File: config.mk
export PLATFORM = sky130hd
export DESIGN_NAME = perceptron_train_ctrl
export DESIGN_NICKNAME = d
export VERILOG_FILES = /design/src/rtl/learn_pkg.sv /design/src/rtl/learn_sat_counter.sv /design/src/rtl/perceptron_train_ctrl.sv
export SDC_FILE = /design/constraint.sdc
export NUM_CORES = 1
export LEC_CHECK = 0
export CAP_MARGIN = 20
export CORE_AREA = 3 3 60 68
export CTS_CLUSTER_SIZE = 14
export DETAILED_ROUTE_END_ITERATION = 10
export DIE_AREA = 0 0 63 71
export PLACE_DENSITY = 0.82
export SLEW_MARGIN = 15
export SYNTH_ARGS = -nofsm -noshare
export SYNTH_HDL_FRONTEND = slang
export SYNTH_HIERARCHICAL = 1
export SYNTH_SLANG_ARGS = --single-unit
File: constraint.sdc
create_clock -name clk -period 3.85 [get_ports clk]
set_input_delay 0.5775 -clock clk [delete_from_list [all_inputs] [get_ports clk]]
set_output_delay 0.5775 -clock clk [all_outputs]
set_load 0.02 [all_outputs]
File: src/rtl/learn_pkg.sv
// learn_pkg: state and sign encodings shared by the perceptron training controller
package learn_pkg;
  typedef enum logic [2:0] {
    S_IDLE,
    S_CLEAR,
    S_FETCH,
    S_LOAD,
    S_EVAL,
    S_EPOCH_END,
    S_DONE
  } state_e;
  localparam logic [1:0] SGN_POS  = 2'b01;
  localparam logic [1:0] SGN_NEG  = 2'b11;
  localparam logic [1:0] SGN_SKIP = 2'b00;
  function automatic logic is_miss(input logic [1:0] t, input logic [1:0] s);
    return (t == SGN_POS || t == SGN_NEG) && s != t;
  endfunction
endpackage

File: src/rtl/learn_sat_counter.sv
// learn_sat_counter: clearable up-counter that sticks at its maximum value
module learn_sat_counter #(
  parameter int W = 7
) (
  input  logic         clk,
  input  logic         rst,
  input  logic         clr_i,
  input  logic         inc_i,
  output logic [W-1:0] cnt_o
);
  logic [W-1:0] cnt_q;
  always_ff @(posedge clk)
    if (rst || clr_i) cnt_q <= '0;
    else if (inc_i && cnt_q != '1) cnt_q <= cnt_q + 1'b1;
  assign cnt_o = cnt_q;
endmodule

File: src/rtl/perceptron_train_ctrl.sv
// perceptron_train_ctrl: epoch sequencer driving a two-input perceptron learning datapath
module perceptron_train_ctrl
  import learn_pkg::*;
#(
  parameter int AW        = 4,
  parameter int MAX_EPOCH = 64,
  parameter int EW        = 7
) (
  input  logic          clk,
  input  logic          rst,
  input  logic          start_i,
  input  logic [AW:0]   sample_count_i,
  input  logic [1:0]    t_in_i,
  input  logic [1:0]    sign_yin_i,
  output logic          mem_rd_en_o,
  output logic [AW-1:0] mem_addr_o,
  output logic          dp_clear_o,
  output logic          dp_load_o,
  output logic          dp_update_o,
  output logic          busy_o,
  output logic          ready_o,
  output logic          converged_o,
  output logic          timeout_o,
  output logic [EW-1:0] epoch_cnt_o,
  output logic [EW-1:0] err_cnt_o
);
  state_e        state_q;
  logic [AW:0]   cnt_q;
  logic [AW-1:0] idx_q;
  logic          go, last, conv, tmo, err_inc, err_clr, ep_inc;
  assign go      = start_i && (state_q == S_IDLE || state_q == S_DONE);
  assign last    = {1'b0, idx_q} == cnt_q - 1'b1;
  assign conv    = err_cnt_o == '0;
  assign tmo     = epoch_cnt_o == EW'(MAX_EPOCH - 1);
  assign err_inc = state_q == S_EVAL && is_miss(t_in_i, sign_yin_i);
  assign err_clr = go || (state_q == S_EPOCH_END && !conv && !tmo);
  assign ep_inc  = state_q == S_EPOCH_END;
  assign dp_update_o = err_inc;
  learn_sat_counter #(.W(EW)) u_err (
    .clk(clk), .rst(rst), .clr_i(err_clr), .inc_i(err_inc), .cnt_o(err_cnt_o)
  );
  learn_sat_counter #(.W(EW)) u_epoch (
    .clk(clk), .rst(rst), .clr_i(go), .inc_i(ep_inc), .cnt_o(epoch_cnt_o)
  );
  always_ff @(posedge clk) begin
    if (rst) begin
      state_q     <= S_IDLE;
      cnt_q       <= '0;
      idx_q       <= '0;
      mem_rd_en_o <= 1'b0;
      mem_addr_o  <= '0;
      dp_clear_o  <= 1'b0;
      dp_load_o   <= 1'b0;
      busy_o      <= 1'b0;
      ready_o     <= 1'b0;
      converged_o <= 1'b0;
      timeout_o   <= 1'b0;
    end else begin
      mem_rd_en_o <= 1'b0;
      dp_clear_o  <= 1'b0;
      dp_load_o   <= 1'b0;
      case (state_q)
        S_IDLE, S_DONE: if (start_i) begin
          cnt_q       <= sample_count_i;
          converged_o <= 1'b0;
          timeout_o   <= 1'b0;
          ready_o     <= sample_count_i == '0;
          busy_o      <= sample_count_i != '0;
          dp_clear_o  <= sample_count_i != '0;
          state_q     <= sample_count_i == '0 ? S_DONE : S_CLEAR;
        end
        S_CLEAR: begin
          idx_q       <= '0;
          mem_rd_en_o <= 1'b1;
          mem_addr_o  <= '0;
          state_q     <= S_FETCH;
        end
        S_FETCH: begin
          dp_load_o <= 1'b1;
          state_q   <= S_LOAD;
        end
        S_LOAD: state_q <= S_EVAL;
        S_EVAL: if (last) state_q <= S_EPOCH_END;
        else begin
          idx_q       <= idx_q + 1'b1;
          mem_rd_en_o <= 1'b1;
          mem_addr_o  <= idx_q + 1'b1;
          state_q     <= S_FETCH;
        end
        S_EPOCH_END: if (conv || tmo) begin
          converged_o <= conv;
          timeout_o   <= !conv;
          ready_o     <= 1'b1;
          busy_o      <= 1'b0;
          state_q     <= S_DONE;
        end else begin
          idx_q       <= '0;
          mem_rd_en_o <= 1'b1;
          mem_addr_o  <= '0;
          state_q     <= S_FETCH;
        end
        default: state_q <= S_IDLE;
      endcase
    end
  end
endmodule

==> results of run 1 <==
## cell type report
class / instances / area [sq um]
Clock buffer: 7 / 86.3
Clock inverter: 1 / 30.0
Fill cell: 310 / 1130
Inverter: 7 / 26.3
Multi-Input combinational cell: 172 / 1150
Sequential cell: 33 / 661
Tap cell: 50 / 62.6
Timing Repair Buffer: 39 / 385
## worst paths after layout
path,from,end,slack [ns],cells after the start
min,ready_o$_SDFFE_PP0P_,ready_o$_SDFFE_PP0P_,0.48,2
max reg2reg,state_q[1]$_SDFFE_PP0P_,state_q[0]$_SDFFE_PP0P_,1.70,6
max,state_q[2]$_SDFFE_PP0P_,dp_update_o,0.82,4
min reg2reg,ready_o$_SDFFE_PP0P_,ready_o$_SDFFE_PP0P_,0.48,2
## cells by family (layout without fill, tap and decap cells)
group / count (synthesis) / in the layout / synth area share, %
XOR/XNOR: 7 / 7 / 3.28
buffers and inverters: 13 / 54 / 3.21
AND/OR/NAND/NOR: 91 / 91 / 26.3
adder cells (fa/ha/maj): 5 / 5 / 3.35
multiplexers: 10 / 10 / 5.35
AO/OA/AOI/OAI: 59 / 59 / 23.2
flip-flops: 33 / 33 / 35.3
## routing by layer
layer  routed length, microns  up-vias  track usage [%]
li1                         -      905                -
met1                     1930      868             24.6
met2                     2200       58             36.3
met3                      247        7             5.87
met4                       53        0             8.33
met5                        0        -                0
## sequential cells by signal (all words and copies together), names as in the netlist
signal         count
u_epoch/cnt_o      7
dp_clear_o         1
mem_rd_en_o        1
u_err/cnt_o        7
idx_q              4
busy_o             1
state_q            3
converged_o        1
cnt_q              5
dp_load_o          1
timeout_o          1
ready_o            1
## layout by cell type (no fill, tap or decap), types with 4 or more instances in the layout
cell,Yosys,final
clkdlybuf4s50_1,0,37
dfxtp_1,33,33
nor2_1,22,22
nand2_1,19,19
a21oi_1,13,13
nor3_1,11,11
nand3_1,10,10
mux2i_1,10,10
a211oi_1,8,8
inv_1,7,7
o21ai_0,7,7
clkbuf_8,0,6
xor2_1,5,5
a41oi_1,5,5
ha_1,5,5
nand2b_1,4,4
a31oi_1,4,4
and3_4,4,4
## worst min-delay path, stage by stage, from the launching register on
cell	delay, ns
dfxtp_1	0.31
nand2b_1	0.06
a21oi_1	0.06
## power by group
| group | switching, mW | total [mW] | internal [mW] |
|---|---|---|---|
| sequential | 0.0294 | 0.389 | 0.359 |
| combinational | 0.0995 | 0.187 | 0.0872 |
| clock | 0.125 | 0.335 | 0.211 |
| total | 0.253 | 0.911 | 0.657 |
==> metrics, run 1 <==
Final period util=between 70 and 80%; Post-Syn Nets=about 240; setup ws final=between 0.8 and 0.9 ns; Nets=around 280; later-pin clock latency in the skew report=around 0.28 ns; initial antenna violation count=0; Area contributors post-synth=dfxtp_1 (35%), mux2i_1 (5.4%), nor2_1 (4.4%); DP Wirelength=3.22 mm; Die Ht=between 70 and 80 microns; Seq/Total Area, Yosys=35.3%; CTS hold repair buffers=0; Max rail drop VDD=roughly 230 uV; Fin. Hold Viols=0; Area growth, synth to finish=28.6%; crit-path leading delay family=buffers and inverters; antenna viol nets, final=0; Via-to-Cell Ratio=5.95; Synth Instances=~220; CP max-delay cell=clkdlybuf4s50_1; CP required=~3.3 ns; placed cell areas=between 2000 and 2500 sq um; CP Buf/Inv Count=1; width of the chip=about 63 microns; Pleak=0.837 nW; Hold Path Class=flip-flop to flip-flop; post-synthesis register bit count=33; status=finished, final reports clean; CP arrival=2.45 ns; Max Clk Rate=about 330 MHz; dpl cells=301; DRC errors left=0; Slew Viols, Final=0; hold slack=approximately 0.48 ns; DIE AREA=~4500 sq um; # port buffers=37; async set-reset flop share out of synthesis=0%; # Post-CTS Setup Buffers=0; critical path cell sequence=nor2b_1, nand3_1, a21oi_1, clkdlybuf4s50_1; Avg Synthesized Cell Area=approximately 8.6 sq um; I/O pin cnt=38; post-layout util=67.9%; final setup violating endpoints=0; most numerous cell in the Yosys netlist=dfxtp_1; htree depth=2; CP Capture Type=output port; layout cells sized above 1=10.4%; min cycle time layout=between 3 and 4 ns; pre-CTS setup slack=1.02 ns; CTS max path bufs=2; setup TNS=0 ns; DRT Wirelength=around 4.4 mm; Synth top area share=between 30% and 40%; core area=3540 sq um; GRT Total Usage=21.1%; clock sinks=33; GRT Residual Overflow=0; RSZ-0062 raised after global routing=no; # resized after CTS=0; DR iter-0 viols=160; crit path max fanout=13; type of origin of the critical path=flip-flop; largest net degree at the start of global routing=25; row cnt=23; Tot Pwr=0.911 mW; global-route wire length before repair=around 7.6 mm; Layout Cells excl Fill=309; biggest area consumer among synthesized cells=dfxtp_1; Num CTS Buffers=5; GP Congestion=approximately 0.92; Max-slew headroom=a little over half; ys flop type=dfxtp_1; CTS tree=done; Commonest cells post-synth=dfxtp_1 (33), nor2_1 (22), nand2_1 (19); Pre-Repair DR Iteration Count=4; CTS Root Cell=clkbuf_8; pwr/cell area=~380 nW/um^2; Max Cap Viol=0; Worst Tran Pin Value=approximately 0.69 ns; vias in the first global route=1747; Setup Crit Path Kind=flip-flop to output port; clock slew at reported path FFs=approximately 0.070 ns; library cells used by synthesis=just over 50; Avg WL per Cell=approximately 14 microns; Post-Syn Area=around 1900 sq um; synth warn=6; Initial Util=between 50% and 60%; Antenna Cells=0; CP peak stage delay=roughly 0.7 ns; total number of vias=approximately 1800; Post-synth EDFFs=0; fin area=2400 sq um; Worst Skew=about 0.0035 ns
No activity file was read; power rests on OpenSTA's default activity.
==> run 2, diff against run 1 <==
--- a/config.mk
+++ b/config.mk
@@ -6,11 +6,11 @@
 export NUM_CORES = 1
 export LEC_CHECK = 0
 export CAP_MARGIN = 20
-export CORE_AREA = 3 3 60 68
+export CORE_AREA = 3 3 65 73
 export CTS_CLUSTER_SIZE = 14
 export DETAILED_ROUTE_END_ITERATION = 10
-export DIE_AREA = 0 0 63 71
-export PLACE_DENSITY = 0.82
+export DIE_AREA = 0 0 68 76
+export PLACE_DENSITY = 0.74
 export SLEW_MARGIN = 15
 export SYNTH_ARGS = -nofsm -noshare
 export SYNTH_HDL_FRONTEND = slang
==> constraint.sdc (replaced) <==
create_clock -name clk -period 2.78 [get_ports clk]
set_input_delay 0.417 -clock clk [delete_from_list [all_inputs] [get_ports clk]]
set_output_delay 0.417 -clock clk [all_outputs]
set_load 0.02 [all_outputs]
==> run 2 against run 1 <==
  * Global-route usage decreased by 2.3 points
  * Clock power increased by 28%
  * Final area increased by 0.21%
  * Non-clock buffer count increased by 2
  * Cell count increased by 0.97%
  * Combinational power increased by 39%
  * Setup slack got worse by 0.55 ns
  * Critical path depth unchanged
  * Largest cell class unchanged
  * Sequential power increased by 38%
  * Worst hold slack improved by 0.010 ns
  * Via count decreased by 1.8%
  * Critical endpoint unchanged
  * Flip-flop and latch count unchanged
==> metrics, run 2 (same netlist as run 1, synthesis figures left out) <==
Max rail drop VDD=355 uV (+57%); Area growth, synth to finish=28.9%; Final period util=90.1%; Tot Pwr=1.23 mW (+35%); layout cells sized above 1=11.2% (+0.73 points); CTS tree=done; dpl cells=305 (+1.3%); htree depth=2 (unchanged); r2r startpoint=state_q[1]$_SDFFE_PP0P_; row cnt=24 (+4.3%); worst hold path endpoint=ready_o$_SDFFE_PP0P_; vias in the first global route=1745 (-0.11%); global-route wire length before repair=7.73 mm (+1.2%); clock slew at reported path FFs=0.07 ns (about the same); post-layout util=59.9% (-8.1 points); DIE AREA=5170 sq um (+16%); CTS max path bufs=2 (unchanged); Initial Util=46.5% (-6.4 points); GRT Residual Overflow=0 (unchanged); DP Wirelength=3.22 mm (about the same); Setup Crit Path Kind=flip-flop to output port; Worst Skew=0.00756 ns (+0.00406 ns); Pre-Repair DR Iteration Count=4 (unchanged); logic gate share of total power=21.1% (+0.6 points); CP peak stage delay=0.63 ns (-0.07 ns); status=finished, final reports clean; RSZ-0062 raised after global routing=no; type of origin of the critical path=flip-flop; Max Clk Rate=roughly 400 MHz; CP Buf/Inv Count=1 (unchanged); min cycle time layout=~2.5 ns; crit-path leading delay family=buffers and inverters; # Post-CTS Setup Buffers=0 (unchanged); width of the chip=68 microns (+7.9%); CTS hold repair buffers=0 (unchanged); DRC errors left=0 (unchanged); pwr/cell area=509 nW/um^2 (+34%); GRT Total Usage=18.8% (-2.3 points); setup TNS=0 ns (unchanged); largest net degree at the start of global routing=24 (-4.0%); initial antenna violation count=0 (unchanged); clock share of power=35.1% (-1.7 points); cell-internal power=0.880 mW (+34%); Net Switching=0.347 mW (+37%); pre-CTS setup slack=0.565 ns (-0.453 ns); Sw Ratio=28.3% (+0.45 points); CP Capture Type=output port; clock sinks=33 (unchanged); CP arrival=2.09 ns (-0.36 ns); setup ws final=0.276 ns (-0.547 ns); FF-to-FF path depth=6 (unchanged); final setup violating endpoints=0 (unchanged); Nets=277 (+0.73%); # port buffers=37 (unchanged); hold path depth=2 (unchanged); Via-to-Cell Ratio=5.78 (-2.8%); Avg WL per Cell=14.1 microns (-1.5%); Antenna Cells=0 (unchanged); Max-slew headroom=67.0% (+14 points); Slew Viols, Final=0 (unchanged); DRT Wirelength=4.40 mm (-0.59%); Layout Cells excl Fill=312 (+0.97%); Fin. Hold Viols=0 (unchanged); Hold Path Class=flip-flop to flip-flop; Die Ht=76 microns (+7.0%); I/O pin cnt=38 (unchanged); CTS Root Cell=clkbuf_8; critical path cell sequence=nor2b_1, nand3_1, a21oi_1, clkdlybuf4s50_1; commonest non-fill, non-tap cells in the layout=clkdlybuf4s50_1 (37), dfxtp_1 (33), nor2_1 (22), nand2_1 (19), a21oi_1 (13); GP Congestion=0.891 (-3.2%); CP max-delay cell=clkdlybuf4s50_1; reg2reg setup slack=0.65 ns (-1.05 ns); core area=4020 sq um (+14%); later-pin clock latency in the skew report=0.28 ns (about the same); Worst Tran Pin Value=0.495 ns (-0.195 ns); placed cell areas=2310 sq um (+0.77%); leading cell type in the layout, fill and taps excluded=clkdlybuf4s50_1; crit path max fanout=13 (unchanged); hold wc startpoint=ready_o$_SDFFE_PP0P_; RR Endpoint=u_err/cnt_o[5]$_SDFFE_PP0P_; antenna viol nets, final=0 (unchanged); fin area=2410 sq um (+0.21%); DR iter-0 viols=193 (+21%); Pleak=0.843 nW (+0.77%); Num CTS Buffers=5 (unchanged); CP required=2.36 ns (-0.91 ns); # resized after CTS=0 (unchanged); sequential share of power=43.8% (+1.1 points); hold slack=0.486 ns (+0.00999 ns); Max Cap Viol=0 (unchanged); total number of vias=1804 (-1.8%)
[run 2: routing by layer]
metal	vias to the layer above	track usage [%]	share of wire, %
li1	903	-	-
met1	837	23.6	45
met2	60	29.8	49
met3	4	5.60	5.7
met4	0	6.56	0.91
met5	-	0	0
[run 2: worst max-delay path by stage]
stage,slack (ns),depth (start not counted),startpoint,end
2_1_floorplan,0.70,7,state_q[2]$_SDFFE_PP0P_,u_err/cnt_o[5]$_SDFFE_PP0P_
3_3_place_gp,0.60,4,t_in_i[0],dp_update_o
3_5_place_dp,0.56,4,t_in_i[0],dp_update_o
4_1_cts,0.26,4,state_q[2]$_SDFFE_PP0P_,dp_update_o
5_1_grt,0.12,4,state_q[2]$_SDFFE_PP0P_,dp_update_o
6_report,0.28,4,state_q[2]$_SDFFE_PP0P_,dp_update_o
[run 2: final cells by class]
class | instances | area (sq um)
clock buffer | 5 | 68.8
multi-input combinational | 172 | 1150
fill | 367 | 1610
inverter | 7 | 26.3
timing repair buffer | 41 | 400
tap | 52 | 65.1
clock inverter | 2 | 35.0
sequential | 33 | 661
[run 2: worst min-delay path, delay by kind of cell (launching register included)]
family	cells	cell delay (ns)
DFF	1	0.32
AOI/OAI and AO/OA	1	0.06
and+or+nand+nor	1	0.07
[run 2: power groups by stage]
stage / clock (mW) / combinational, mW / sequential (mW)
finish: 0.430 / 0.259 / 0.537
global placement: 0 / 0.254 / 0.547
global route: 0.461 / 0.290 / 0.543
CTS: 0.443 / 0.259 / 0.536
detailed placement: 0 / 0.258 / 0.547
floorplan: 0 / 0.195 / 0.537
